File: config.mk
export PLATFORM = sky130hd
export DESIGN_NAME = synapse_fetch_ctrl
export DESIGN_NICKNAME = d
export VERILOG_FILES = /design/src/rtl/snn_syn_pkg.sv /design/src/rtl/syn_out_fifo.sv /design/src/rtl/synapse_fetch_ctrl.sv
export SDC_FILE = /design/constraint.sdc
export NUM_CORES = 1
export LEC_CHECK = 0
export CAP_MARGIN = 20
export CORE_ASPECT_RATIO = 0.75
export CORE_MARGIN = 8
export CORE_UTILIZATION = 31
export CTS_BUF_LIST = sky130_fd_sc_hd__clkbuf_4
export CTS_CLUSTER_SIZE = 16
export DETAILED_ROUTE_END_ITERATION = 12
export GPL_TIMING_DRIVEN = 0
export PLACE_DENSITY = 0.55
export SLEW_MARGIN = 15
export SYNTH_ARGS = -nofsm -noshare
export SYNTH_HDL_FRONTEND = slang
export SYNTH_HIERARCHICAL = 1
export SYNTH_SLANG_ARGS = --single-unit
File: constraint.sdc
create_clock -name clk -period 7.15 [get_ports clk]
set_clock_uncertainty 0.2 [all_clocks]
set_input_delay 0.715 -clock clk [delete_from_list [all_inputs] [get_ports clk]]
set_output_delay 0.715 -clock clk [all_outputs]
set_load 0.01 [all_outputs]
File: src/rtl/snn_syn_pkg.sv
// snn_syn_pkg: shared constants, FSM states and tag/entry types for the synapse fetch path
package snn_syn_pkg;

    localparam int N_PRE      = 100;
    localparam int N_POST     = 100;
    localparam int IDX_WIDTH  = 7;
    localparam int ADDR_WIDTH = 14;
    localparam int DATA_WIDTH = 8;
    localparam int RD_LATENCY = 2;
    localparam int OBUF_DEPTH = 4;
    localparam int CNT_WIDTH  = $clog2(OBUF_DEPTH + 1);

    typedef enum logic [1:0] {IDLE, ISSUE, DRAIN} state_t;

    typedef struct packed {
        logic [IDX_WIDTH-1:0] post_idx;
        logic                 last;
    } tag_t;

    typedef struct packed {
        tag_t                  tag;
        logic [DATA_WIDTH-1:0] weight;
    } entry_t;

    localparam int ENTRY_WIDTH = $bits(entry_t);

endpackage

File: src/rtl/syn_out_fifo.sv
// syn_out_fifo: small synchronous output buffer with occupancy count; push and pop may share a cycle
module syn_out_fifo
    import snn_syn_pkg::*;
(
    input  logic                   clk,
    input  logic                   rst_n,
    input  logic                   i_push,
    input  logic [ENTRY_WIDTH-1:0] i_data,
    input  logic                   i_pop,
    output logic [ENTRY_WIDTH-1:0] o_data,
    output logic                   o_valid,
    output logic [CNT_WIDTH-1:0]   o_count
);

    localparam int PW = (OBUF_DEPTH > 1) ? $clog2(OBUF_DEPTH) : 1;

    logic [ENTRY_WIDTH-1:0] r_mem [OBUF_DEPTH];
    logic [PW-1:0]          r_wr;
    logic [PW-1:0]          r_rd;
    logic [CNT_WIDTH-1:0]   r_cnt;
    logic                   w_pop;

    assign w_pop   = i_pop && (r_cnt != '0);
    assign o_valid = r_cnt != '0;
    assign o_count = r_cnt;
    assign o_data  = r_mem[r_rd];

    // pointers wrap explicitly so non-power-of-two depths also work
    always_ff @(posedge clk) begin
        if (!rst_n) begin
            r_wr  <= '0;
            r_rd  <= '0;
            r_cnt <= '0;
        end else begin
            if (i_push)
                r_wr <= (r_wr == PW'(OBUF_DEPTH - 1)) ? '0 : r_wr + 1'b1;
            if (w_pop)
                r_rd <= (r_rd == PW'(OBUF_DEPTH - 1)) ? '0 : r_rd + 1'b1;
            r_cnt <= r_cnt + CNT_WIDTH'(i_push) - CNT_WIDTH'(w_pop);
        end
    end

    // storage needs no reset: entries are only visible while counted
    always_ff @(posedge clk) begin
        if (i_push)
            r_mem[r_wr] <= i_data;
    end

endmodule

File: src/rtl/synapse_fetch_ctrl.sv
// synapse_fetch_ctrl: walks a presynaptic neuron's weight row in synapse_mem and streams
// {post_idx, weight, last} downstream through a credit-checked buffer.
// Optional build macro ZERO_SKIP_EN drops zero-weight entries except the row's last one.
module synapse_fetch_ctrl
    import snn_syn_pkg::*;
(
    input  logic                  clk,
    input  logic                  rst_n,
    input  logic                  i_spk_valid,
    input  logic [IDX_WIDTH-1:0]  i_spk_idx,
    output logic                  o_spk_ready,
    output logic [ADDR_WIDTH-1:0] o_rd_addr,
    input  logic [DATA_WIDTH-1:0] i_rd_data,
    output logic                  o_syn_valid,
    input  logic                  i_syn_ready,
    output logic [IDX_WIDTH-1:0]  o_syn_post_idx,
    output logic [DATA_WIDTH-1:0] o_syn_weight,
    output logic                  o_syn_last,
    output logic                  o_busy,
    output logic                  o_err
);

    state_t                 r_state;
    state_t                 w_next;
    logic [ADDR_WIDTH-1:0]  r_row_base;
    logic [ADDR_WIDTH-1:0]  r_rd_addr;
    logic [IDX_WIDTH-1:0]   r_post_cnt;
    logic [RD_LATENCY:0]    r_tv;
    tag_t                   r_tag [RD_LATENCY+1];
    logic                   r_rdy;
    logic                   r_err;
    logic                   w_accept;
    logic                   w_legal;
    logic                   w_last;
    logic                   w_credit;
    logic                   w_issue;
    logic                   w_cap;
    logic                   w_push;
    logic [ENTRY_WIDTH-1:0] w_fdata;
    logic                   w_fvalid;
    logic [CNT_WIDTH-1:0]   w_occ;
    entry_t                 w_head;

    assign w_accept = i_spk_valid && r_rdy;
    assign w_legal  = i_spk_idx < IDX_WIDTH'(N_PRE);
    assign w_last   = r_post_cnt == IDX_WIDTH'(N_POST - 1);
    assign w_credit = (int'(w_occ) + $countones(r_tv)) < OBUF_DEPTH;
    assign w_cap    = r_tv[RD_LATENCY];

`ifdef ZERO_SKIP_EN
    assign w_push = w_cap && (r_tag[RD_LATENCY].last || i_rd_data != '0);
`else
    assign w_push = w_cap;
`endif

    // next state and issue decision
    always_comb begin
        w_next  = r_state;
        w_issue = 1'b0;
        if (r_state == IDLE) begin
            w_next = (w_accept && w_legal) ? ISSUE : IDLE;
        end else if (r_state == ISSUE) begin
            w_issue = w_credit;
            w_next  = (w_credit && w_last) ? DRAIN : ISSUE;
        end else begin
            w_next = (r_tv == '0) ? IDLE : DRAIN;
        end
    end

    // state register; ready is registered so it reads 0 in the cycle right after reset
    always_ff @(posedge clk) begin
        if (!rst_n) begin
            r_state <= IDLE;
            r_rdy   <= 1'b0;
            r_err   <= 1'b0;
        end else begin
            r_state <= w_next;
            r_rdy   <= w_next == IDLE;
            r_err   <= w_accept && !w_legal;
        end
    end

    // row base latch on accept, address counter advance on issue
    always_ff @(posedge clk) begin
        if (!rst_n) begin
            r_row_base <= '0;
            r_post_cnt <= '0;
            r_rd_addr  <= '0;
        end else if (w_accept && w_legal) begin
            r_row_base <= ADDR_WIDTH'(i_spk_idx) * ADDR_WIDTH'(N_POST);
            r_post_cnt <= '0;
        end else if (w_issue) begin
            r_rd_addr  <= r_row_base + ADDR_WIDTH'(r_post_cnt);
            r_post_cnt <= r_post_cnt + 1'b1;
        end
    end

    // tag valid pipe: stage 0 sits beside o_rd_addr, last stage lines up with returning data
    always_ff @(posedge clk) begin
        if (!rst_n)
            r_tv <= '0;
        else
            r_tv <= {r_tv[RD_LATENCY-1:0], w_issue};
    end

    // tag payload follows the valid pipe; stale payload is harmless behind a cleared valid
    always_ff @(posedge clk) begin
        r_tag[0] <= '{post_idx: r_post_cnt, last: w_last};
        for (int k = 1; k <= RD_LATENCY; k++)
            r_tag[k] <= r_tag[k-1];
    end

    syn_out_fifo u_fifo (
        .clk     (clk),
        .rst_n   (rst_n),
        .i_push  (w_push),
        .i_data  ({r_tag[RD_LATENCY], i_rd_data}),
        .i_pop   (i_syn_ready),
        .o_data  (w_fdata),
        .o_valid (w_fvalid),
        .o_count (w_occ)
    );

    assign w_head         = entry_t'(w_fdata);
    assign o_spk_ready    = r_rdy;
    assign o_rd_addr      = r_rd_addr;
    assign o_err          = r_err;
    assign o_syn_valid    = w_fvalid;
    assign o_syn_post_idx = w_fvalid ? w_head.tag.post_idx : '0;
    assign o_syn_weight   = w_fvalid ? w_head.weight : '0;
    assign o_syn_last     = w_fvalid && w_head.tag.last;
    assign o_busy         = (r_state != IDLE) || w_fvalid;

endmodule

======== Yosys cells after proc, flatten, opt, wreduce, memory -nomap -nowiden ========
Memory sizes are Yosys's and may differ from the RTL's. A register that Yosys moved wholly into a read port is not among the register bits.
Cells that the tools add are included.
word-level totals
  output and inout port bits .............. 34
  ROM bits ................................ 0
  bits in latches ......................... 0
  word-level logic and storage cells ...... 60
  bits in writable memories ............... 88
  memories ................................ 2
  flip-flop bits (word level) ............. 47
  bits of input ports ..................... 19
cells by class
  bitwise operators ....................... 2
  $mul .................................... 1
  eq/ne operators ......................... 4
  $add $sub $neg .......................... 9
  reductions and logical operators ........ 15
  order comparisons ....................... 2
  div/mod/pow operators ................... 0
  mux-type cells .......................... 15
  shifts and indexed selects .............. 0
memory list
  name          depth  width  rd ports  clocked after memory_dff  wr ports  RTL line                  source
  u_fifo.r_mem  4      16     1         1                         1         syn_out_fifo.sv:17        logic [ENTRY_WIDTH-1:0] r_mem [OBUF_DEPTH];
  r_tag         3      8      3         0                         3         synapse_fetch_ctrl.sv:29  tag_t r_tag [RD_LATENCY+1];
operators by type and width
  operator                                              number
  2-to-1 mux 2 bit                                      8
  adder 14 x 7 -> 14 bit                                1
  multiplier 7 x 5 -> 12 bit (second input constant)    1
  2-to-1 mux 8 bit                                      1
  adder 7 x 1 -> 7 bit (second input constant)          1
  equality test 7 bit (second input constant)           1
  < comparator 7 bit (second input constant)            1
  2-to-1 mux 7 bit                                      1
  logical AND 1 bit                                     6
  2-to-1 mux 1 bit                                      5
  adder 2 x 1 -> 2 bit (second input constant)          2
  adder 3 x 3 -> 4 bit                                  1
  equality test 2 bit (second input constant)           2
  zero test 2 bit                                       2
  < comparator 4 x 3 -> 1 bit (second input constant)   1
  adder 2 x 1 -> 3 bit                                  1
  adder 3 x 1 -> 3 bit                                  1
  zero test 3 bit                                       1
  nonzero test 3 bit                                    1
  subtractor 3 x 1 -> 3 bit                             1
  adder 1 x 1 -> 2 bit                                  1
  equality test 2 x 1 -> 1 bit (second input constant)  1
  inverter 1 bit                                        2
  AND reduction 2 bit                                   1
  4 further kinds                                       4

======== Logic depth before layout (Yosys ltp) ========
  depth in word-level cells ............... 9
  mapped depth ............................ 11
  mapped depth without buffers ............ 11

======== By module ========
Netlist, hierarchy kept.
modules (own cells, without submodules)
  module              area each (um2)  instances  sequential area each (um2)  cells each
  synapse_fetch_ctrl  2,986.6          1          1,281.2                     308
  syn_out_fifo        2,806.4          1          2,102.0                     128

======== Worst setup path after synthesis ========
OpenSTA, ideal clock, no wires.
  kind .................................... input -> register
  start point ............................. in i_spk_idx[2]
  end point ............................... reg r_row_base[12]
  stages .................................. 9
  data arrival time ....................... 2,715 ps
  buffers on the path ..................... 0
  data required time ...................... 6,821 ps
  setup time .............................. 129 ps
  path slack .............................. 4,106 ps
  cell sequence ........................... ha_1 > ha_1 > fa_1 > ha_1 > a21o_1 > a211oi_1 > nor2_1 > nand4b_1 > o211ai_1
between the ends
  longest elaborated chain between the ends .. 2
  elaborated cells between the ends (all ways) .. 3
  those cells by class .................... mul (1); order compare (1); reduce/logical (1)
RTL lines
  element                                                                             RTL line                  source
  from (decl)                                                                         synapse_fetch_ctrl.sv:10  input logic [IDX_WIDTH-1:0] i_spk_idx,
  parallel branches: the longest is 2 deep, another holds multiplier 7 x 5 -> 12 bit  -
  to (signal assigned)                                                                synapse_fetch_ctrl.sv:90  r_row_base <= ADDR_WIDTH'(i_spk_idx) * ADDR_WIDTH'(N_POST);
  to (decl)                                                                           synapse_fetch_ctrl.sv:25  logic [ADDR_WIDTH-1:0] r_row_base;
Several ways; the timed one is not identified.
A chain may end at the register's enable or synchronous reset.

======== Final worst setup path ========
  start point ............................. reg u_fifo.r_cnt[2] (netlist: u_fifo/o_count[2])
  end point ............................... out o_busy
between the ends
  longest elaborated chain between the ends .. 2
RTL lines
  element                 RTL line                   source
  from (decl)             syn_out_fifo.sv:20         logic [CNT_WIDTH-1:0] r_cnt;
  from (signal assigned)  syn_out_fifo.sv:39         r_cnt <= r_cnt + CNT_WIDTH'(i_push) - CNT_WIDTH'(w_pop);
  nonzero test 3 bit      syn_out_fifo.sv:24         assign o_valid = r_cnt != '0;
  logical OR 1 bit        synapse_fetch_ctrl.sv:132  assign o_busy = (r_state != IDLE) || w_fvalid;
  to (decl)               synapse_fetch_ctrl.sv:19   output logic o_busy,
No other way between the ends.

==> run_results.csv <==
group,metric,value,unit
status,status,"finished, final reports clean",
logic_synthesis,postSynthCellCount,436,
setup_path,cp_data_arrival_time,2480,ps
final_layout,final_common_cell,"dfxtp_1",
setup_path,crit_path_frequent_cell,"or3_1",
die,boundaryPins,53,
sta,holdWs,125,ps
setup_path,path_cells,"or3_1 -> or3_1 -> clkdlybuf4s50_1",
setup_path,crit_path_top_delay_cell,"or3_1",
logic_synthesis,syn-num-nets,503,
sta,final.min_clock_period,3390,ps
place,dp_cells,735,
sta,slew_violations,0,
clocking,cts_max_path_buffers,2,
clocking,path_clk_slew,120,ps
setup_path,crit_family,"simple AND/OR/NAND/NOR gates",
sta,slew_headroom,37.2,%
logic_synthesis,synth_top_flop_cell,"dfxtp_1",
min_path,hp-class,"reg -> reg",
final_layout,layout_common_cells,"73 x dfxtp_1, 64 x edfxtp_1, 52 x clkdlybuf4s50_1",
sta,hold_violations,0,
final_layout,area_growth,19.6,%
power,powerDensity,275,nW/µm²
power,peakVddDrop,77.2,µV
logic_synthesis,yosysSeqAreaShare,58.4,%
setup_path,cpPeakStageDelay,580,ps
setup_path,setup.worst_path.class,"reg -> out",
grt,grt_max_degree,17,
drt,drtIter0Drc,216,
final_layout,instances_no_fill,768,
clocking,clock_sinks,137,
sta,setup_viol_count_final,0,
die,fp.dieH,134,µm
sta,rsz0062_at_grt,"false",
setup_path,path_depth,3,
drt,drcViolationCount,0,
drt,vias,3506,
drt,via_per_inst,4.57,
clocking,clock_latency,530,ps
die,core,18400,µm²
clocking,cts-root-buf,"clkbuf_4",
setup_path,critPathBufInv,1,
sta,fin_setup_tns,0,ps
logic_synthesis,syn_avg_cell_area,13.3,µm²
clocking,ctsResizeCount,0,
place,port_buffers,52,
logic_synthesis,ys_ff_latch,137,
grt,grt.total_usage,10.3,%
sta,setup_ws,3760,ps
power,p_leak,2.58,nW
die,dieWidth,174,µm
die,die-area,23400,µm²
final_layout,finish.utilization,37.7,%
grt,antenna_found_initial,1,
setup_path,cp-end-kind,"output port",
place,place_area,6620,µm²
place,place.gp.congestion,0.753,
drt,wl_per_cell,14.8,µm
final_layout,stdcell_area,6930,µm²
die,rows,43,
grt,grt_pass1_wl,18900,µm
drt,drtPass1Iterations,5,
die,start_util,31.5,%
logic_synthesis,yosys_warnings,6,
grt,grt_pass1_vias,3622,
clocking,cts_tree,"done",
logic_synthesis,synth_area,5790,µm²
power,p_total,1.91,mW
drt,drt_wl_total,11400,µm
sta,worst_pin_slew,941,ps
clocking,cts_setup_buffers,0,
flow_run,maxCapViolCount,0,
logic_synthesis,async_flop_share,0,%
clocking,cts_buffers,17,
logic_synthesis,synth_edf_count,64,
logic_synthesis,synthDistinctLibCells,49,
setup_path,ff2ff_path_depth,7,
final_layout,layout-drive-gt1-share,11.7,%
final_layout,n_fill_cell,1774,
clocking,htreeDepth,4,
setup_path,path_max_fanout,9,
setup_path,worst_ep_required_time,6230,ps
clocking,holdBufCountCts,0,
sta,max_freq,0.295,GHz
place,dpl_worst_slack,3360,ps
drt,drtAntennaViolNets,0,
sta,post-route-period-util,47.4,%
grt,grt_overflow,0,
setup_path,cp-start-kind,"flop",
final_layout,fin_nets,574,
place,place_hpwl,8300,µm
min_path,hold_depth,0,
[power breakdown]
part / internal, mW / switching, mW / total, mW
Sequential: 0.846 / 0.0266 / 0.872
Clock: 0.254 / 0.274 / 0.528
Combinational: 0.278 / 0.230 / 0.509
Total: 1.38 / 0.531 / 1.91
[cells in the mapped netlist (2+ instances only)]
cell type | n | share of area [%]
nand4_1 | 7 | 0.76
nand2_1 | 43 | 2.8
a211oi_1 | 5 | 0.65
inv_1 | 14 | 0.91
o21ai_0 | 13 | 1.1
a21oi_1 | 29 | 2.5
o211ai_1 | 2 | 0.26
a21o_1 | 6 | 0.78
xor2_1 | 12 | 1.8
nand2b_1 | 2 | 0.22
ha_1 | 43 | 9.3
edfxtp_1 | 64 | 33
buf_6 | 3 | 0.58
nand4b_1 | 3 | 0.45
nor4b_1 | 2 | 0.30
nand3_1 | 7 | 0.60
clkbuf_1 | 5 | 0.32
and3_1 | 3 | 0.32
xnor2_1 | 7 | 1.1
buf_2 | 3 | 0.26
a21oi_2 | 2 | 0.30
mux2i_1 | 3 | 0.52
or3_1 | 2 | 0.22
dfxtp_1 | 73 | 25
mux4_1 | 6 | 2.7
fa_1 | 5 | 1.7
nor3_1 | 2 | 0.17
mux4_2 | 10 | 3.9
or3b_2 | 2 | 0.30
nor2_1 | 19 | 1.2
and2_1 | 21 | 2.3
[cell families after synthesis]
family / Yosys count / share of synthesized area (%)
flops: 137 / 58.4
compound gates: 67 / 7.00
fa+ha+maj: 48 / 11.0
buf+inv: 27 / 2.66
xor+xnor: 20 / 3.26
mux: 19 / 7.13
simple gates: 118 / 10.5
[per-layer routing]
metal  up-vias  wire, µm  GRT usage (%)
met3        15       340           2.56
met2        51      5200           16.2
met5         -         0              0
met1      1702      5670           13.3
li1       1738         -              -
met4         0       189           4.41
[area by class of cell]
class | instances | area (µm²) | share of cell area [%]
inverter | 14 | 52.6 | 0.758
clock inverter | 12 | 154 | 2.22
tap | 247 | 309 | 4.46
timing repair buffer | 52 | 520 | 7.51
buffer | 13 | 101 | 1.46
clock buffer | 20 | 150 | 2.17
antenna | 1 | 2.50 | 0.0361
multi-input combinational | 272 | 2260 | 32.6
sequential | 137 | 3380 | 48.8
[final timing paths]
check	endpoint	startpoint	slack (ps)
worst max-delay path	o_busy	u_fifo/o_count[2]	3760
worst min-delay path	r_tag[0][8]	r_tag[0][0]	120
worst max register to register	o_rd_addr[0]	r_tv[0]	4380
worst min register to register	r_tag[0][8]	r_tag[0][0]	120
[state kept, by name, summed over array words and instances (netlist names), named ones only]
signal	cells
r_tv	3
r_row_base	12
o_rd_addr	14
u_fifo/o_count	3
r_state	2
u_fifo/r_wr	2
o_spk_ready	1
o_err	1
u_fifo/r_mem	64
r_post_cnt	7
u_fifo/r_rd	2
r_tag	24
Note: power is estimated with default switching activity, not from simulation.
